File: src/rtl/cnt_pkg.sv
// Shared definitions for the down-counter timer family: FSM state encoding
// and default counter width.
package cnt_pkg;

    typedef enum logic [1:0] {
        IDLE = 2'd0,
        RUN  = 2'd1,
        DONE = 2'd2
    } state_e;

    localparam int unsigned CNT_WIDTH_DEFAULT = 4;

endpackage

File: src/rtl/bin_dncnt_core.sv
// Plain loadable binary down counter with synchronous active-high reset.
// Priority: Reset > Load > CE.
module bin_dncnt_core #(
    parameter int unsigned WIDTH = 4
) (
    input  logic             clk,
    input  logic             Reset,
    input  logic             CE,
    input  logic             Load,
    input  logic [WIDTH-1:0] D,
    output logic [WIDTH-1:0] Q
);

    always_ff @(posedge clk) begin
        if (Reset) begin
            Q <= '0;
        end else if (Load) begin
            Q <= D;
        end else if (CE) begin
            Q <= Q - WIDTH'(1);
        end
    end

endmodule

File: src/rtl/bin_dncnt4_timer.sv
// Down-counting timer: Start kicks a countdown of the loaded value, Done pulses
// for one cycle at zero, optionally reloading and running again.
module bin_dncnt4_timer
    import cnt_pkg::*;
#(
    parameter int unsigned WIDTH       = CNT_WIDTH_DEFAULT,
    parameter int unsigned AUTO_RELOAD = 0
) (
    input  logic             clk,
    input  logic             Reset,
    input  logic             CE,
    input  logic             Load,
    input  logic [WIDTH-1:0] D,
    input  logic             Start,
    output logic [WIDTH-1:0] Q,
    output logic             Busy,
    output logic             Done,
    output logic             TC
);

    state_e           state, state_next;
    logic [WIDTH-1:0] reload;
    logic             core_ce;
    logic             core_load;
    logic [WIDTH-1:0] core_d;

    always_ff @(posedge clk) begin
        if (Reset) begin
            state  <= IDLE;
            reload <= '0;
        end else begin
            state <= state_next;
            if (Load) begin
                reload <= D;
            end
        end
    end

    // The counter core is steered by the FSM: it decrements only in RUN and
    // is re-loaded from the reload register when an auto-reload cycle starts.
    always_comb begin
        state_next = state;
        core_ce    = 1'b0;
        core_load  = Load;
        core_d     = D;
        if (Load) begin
            state_next = IDLE;
        end else begin
            unique case (state)
                IDLE: begin
                    if (Start) begin
                        state_next = (Q != '0) ? RUN : DONE;
                    end
                end
                RUN: begin
                    if (CE) begin
                        core_ce = 1'b1;
                        if (Q == WIDTH'(1)) begin
                            state_next = DONE;
                        end
                    end
                end
                DONE: begin
                    if (AUTO_RELOAD != 0 && reload != '0) begin
                        core_load  = 1'b1;
                        core_d     = reload;
                        state_next = RUN;
                    end else begin
                        state_next = IDLE;
                    end
                end
                default: state_next = IDLE;
            endcase
        end
    end

    bin_dncnt_core #(
        .WIDTH (WIDTH)
    ) u_core (
        .clk   (clk),
        .Reset (Reset),
        .CE    (core_ce),
        .Load  (core_load),
        .D     (core_d),
        .Q     (Q)
    );

    assign Busy = (state == RUN);
    assign Done = (state == DONE);
    assign TC   = CE & (Q == '0);

endmodule

File: config.mk
export PLATFORM = sky130hd
export DESIGN_NAME = bin_dncnt4_timer
export DESIGN_NICKNAME = d
export VERILOG_FILES = /design/src/rtl/cnt_pkg.sv /design/src/rtl/bin_dncnt_core.sv /design/src/rtl/bin_dncnt4_timer.sv
export SDC_FILE = /design/constraint.sdc
export NUM_CORES = 1
export LEC_CHECK = 0
export ABC_CLOCK_PERIOD_IN_PS = 1450
export BUFFER_PORTS_ARGS = -buffer_cell sky130_fd_sc_hd__clkbuf_2
export CORE_AREA = 2 2 39 41
export CTS_BUF_LIST = sky130_fd_sc_hd__clkbuf_4
export CTS_CLUSTER_DIAMETER = 100
export CTS_CLUSTER_SIZE = 25
export DETAILED_ROUTE_END_ITERATION = 6
export DIE_AREA = 0 0 41 43
export PLACE_DENSITY = 0.6
export REMOVE_ABC_BUFFERS = 1
export SLEW_MARGIN = 15
export SYNTH_ARGS = -nofsm -noshare
export SYNTH_HDL_FRONTEND = slang
export SYNTH_SLANG_ARGS = --single-unit
File: constraint.sdc
create_clock -name clk -period 1.45 [get_ports clk]
set_input_delay 0.2175 -clock clk [delete_from_list [all_inputs] [get_ports clk]]
set_output_delay 0.2175 -clock clk [all_outputs]
set_load 0.005 [all_outputs]
==> impl_metrics.yaml <==
logic_synthesis:
  synth_top_family_by_area: "simple AND/OR/NAND/NOR gates"
  yosysWarnings: 0
  synth_area_leaders: "dfxtp_1, ha_1, inv_1, nor4bb_2, a211oi_1"
  seq_area_frac_synth_pct: 33.22
  synth_cell_type_count: 26
  synth_simple_gate_area_share_pct: 30.45
  synth_compound_area_share_pct: 19.38
  synth_largest_area_cell: "dfxtp_1"
  synth_xor_area_share_pct: 4.844
  synth_edf_count: 0
  netlist.area_leader.share_pct: 33.22
  synth_seq_cells: 6
  synthAdderAreaFrac_pct: 6.920
  synth_ff_type: "dfxtp_1"
  synthMuxAreaShare_pct: 0
  syn-instance-count: 40
  syn_avg_cell_area_sq_um: 9.040
  synth_area_sq_um: 361.6
  async_flop_share_pct: 0
setup_path:
  crit_path_end_kind: "output port"
  worstPathRequired_ns: 1.23
  regToRegStartpoint: "u_core.Q[0]"
  path_class: "reg2out"
  critical_path.max_fanout: 5
  worstPathArrival_ns: 1.14
  crit_start: "u_core.Q[0]"
  critPathLaunchType: "register"
floorplanning:
  ioPinCount: 16
  die_h_microns: 43
  core-area_sq_mm: 0.001384
  die_w_microns: 41
  initial_core_util_pct: 26.13
  dieArea_sq_mm: 0.001763
  rows: 14
cts:
  hold_buffers: 0
  clk_pin_slew_ns: 0.05
  cts-root-buf: "clkbuf_4"
  cts.htree.levels: 1
  clk_path_buf_depth: 2
  numClockSinks: 6
  clk_latency_ns: 0.24
  cts_tree: "built"
  cts-buffers-inserted: 3
routing:
  via_count: 337
  drt-vias-per-instance: 4.554
  firstDrtPassIters: 2
  drcViolationCount: 0
  finalWirelength_microns: 738
  drtIter0Drc: 2
  post_drt_wl_per_cell_microns: 9.973
  ant_nets: 0
cells_and_area:
  final_cells: 74
  multi_input_area_sq_um: 222.7
  fin_util_pct: 34.81
  drive_gt1_share_pct: 41.38
  n_fill_cell: 152
  seqCellArea_sq_um: 122.6
  insertedDiodeCount: 0
  area_growth_syn_to_layout_pct: 33.22
  layout.nets: 71
worst_hold_path:
  min_from: "Reset"
  hold_class: "in2reg"
timing:
  tightest_slew_ns: 0.2599
  skew_ns: 0.002222
  finalSetupViolations: 0
  post-route-min-period_ns: 1.360
  fmax_mhz: 735.0
  finalCritPeriodShare_pct: 93.83
  rsz0062_at_grt: "no"
  drv_slew: 0
  slew_headroom_pct: 82.61
  timing.final.hold_violations: 0
  tns_ns: 0
global_routing:
  antenna_found_initial: 0
  busiest_layer: "met1"
  grtUsageTotal_pct: 9.557
  grt_use_met3_pct: 1.571
  grt_pass1_wl_microns: 1110
  met2_usage_pct: 10.94
  grt_pass1_vias: 284
  grt_max_degree: 7
  met1_usage_pct: 13.59
  overflow: 0
power:
  powerDensity_mw_per_mm2: 894.7
  vdd_ir_drop_max_mv: 0.2717
  design_power_total_mw: 0.4310
  cellLeakagePower_nw: 0.2282
place:
  dp.cells: 71
  finalWeightedCongestion: 0.6948
  dpl.hpwl_microns: 607.4
  port_buffers: 15
run:
  maxCapViolCount: 0
run_status:
  status: "completed"
-- sequential cells by signal, summed over array words and instances, names as in the netlist --
signal and count:
state 2, u_core.Q 4
-- area by class of cell --
cell class	count	area share [%]
flip-flops and latches	6	25.45
multi-input cells	29	46.23
well taps	16	4.156
inverters	5	3.896
clock buffers	3	4.675
repair buffers	15	15.58
-- critical path, cell delays in order, from the launching register on --
cell,delay [ns]
dfxtp_2,0.36
inv_1,0.05
ha_1,0.23
and3_1,0.15
clkbuf_2,0.10
-- routing by layer --
metal | up-vias | routed length [microns]
li1 | 182 | -
met2 | 15 | 310
met5 | - | 0
met1 | 138 | 367
met3 | 2 | 50
met4 | 0 | 10
-- kinds of logic (layout without fill, tap and decap cells) --
kind of cell,count (synthesis),in the layout
and+or+nand+nor,16,16
adders and majority gates,2,2
DFF,6,6
xor gates and xnor gates,2,2
buffers and inverters,5,23
AOI/OAI and AO/OA,9,9
-- repair_timing --
action | CTS | global route
setup buffers | 0 | 0
endpoints found under the setup margin | 0 | 1
resized for setup | 0 | 2
-- cells in the mapped netlist (2+ instances only) --
library cell	instances
a211oi_1	2
nand2b_1	2
dfxtp_1	6
inv_1	5
ha_1	2
nor2_1	3
-- cells in the final DEF (no fill, tap or decap) --
| cell type | count |
|---|---|
| nor2_1 | 3 |
| a211oi_1 | 2 |
| nand2b_1 | 2 |
| and2b_1 | 1 |
| nor4b_1 | 1 |
| inv_1 | 5 |
| a2111o_1 | 1 |
| a31oi_1 | 1 |
| nor4bb_2 | 1 |
| a211oi_2 | 1 |
| and3_1 | 1 |
| dfxtp_1 | 4 |
| nand4_1 | 1 |
| or2_2 | 1 |
| dfxtp_2 | 2 |
| nor3_1 | 1 |
| xnor2_1 | 1 |
| nand4b_1 | 1 |
| nand2_1 | 1 |
| o21ai_0 | 1 |
| o22ai_1 | 1 |
| a31o_1 | 1 |
| xor2_1 | 1 |
| a21oi_1 | 1 |
| and3b_2 | 1 |
| ha_1 | 2 |
| nand3b_1 | 1 |
| clkbuf_4 | 3 |
| clkbuf_2 | 15 |
-- power breakdown --
| part | internal (mW) | switching [mW] |
|---|---|---|
| Combinational | 0.0458 | 0.0414 |
| Clock | 0.0936 | 0.0599 |
| Sequential | 0.178 | 0.0127 |
| Total | 0.317 | 0.114 |
-- per-stage QoR --
step | cell area [sq um] | setup WS [ns] | hold slack, ns
6_report | 481.7 | 0.08953 | 0.1921
3_3_place_gp | 456.7 | 0.2273 | 0.4532
5_1_grt | 481.7 | 0.02439 | 0.2055
4_1_cts | 479.2 | 0.01899 | 0.2013
2_1_floorplan | 361.6 | 0.2401 | 0.2821
3_5_place_dp | 456.7 | 0.1696 | 0.4521
-- path summary, 6_finish.rpt --
check	slack [ns]	depth (start not counted)	endpoint
worst min-delay path	0.19	2	u_core.Q[0]
worst max register to register	0.24	4	state[0]
worst max-delay path	0.09	4	TC
worst min register to register	0.50	1	state[1]
No activity file was read; power rests on OpenSTA's default activity.
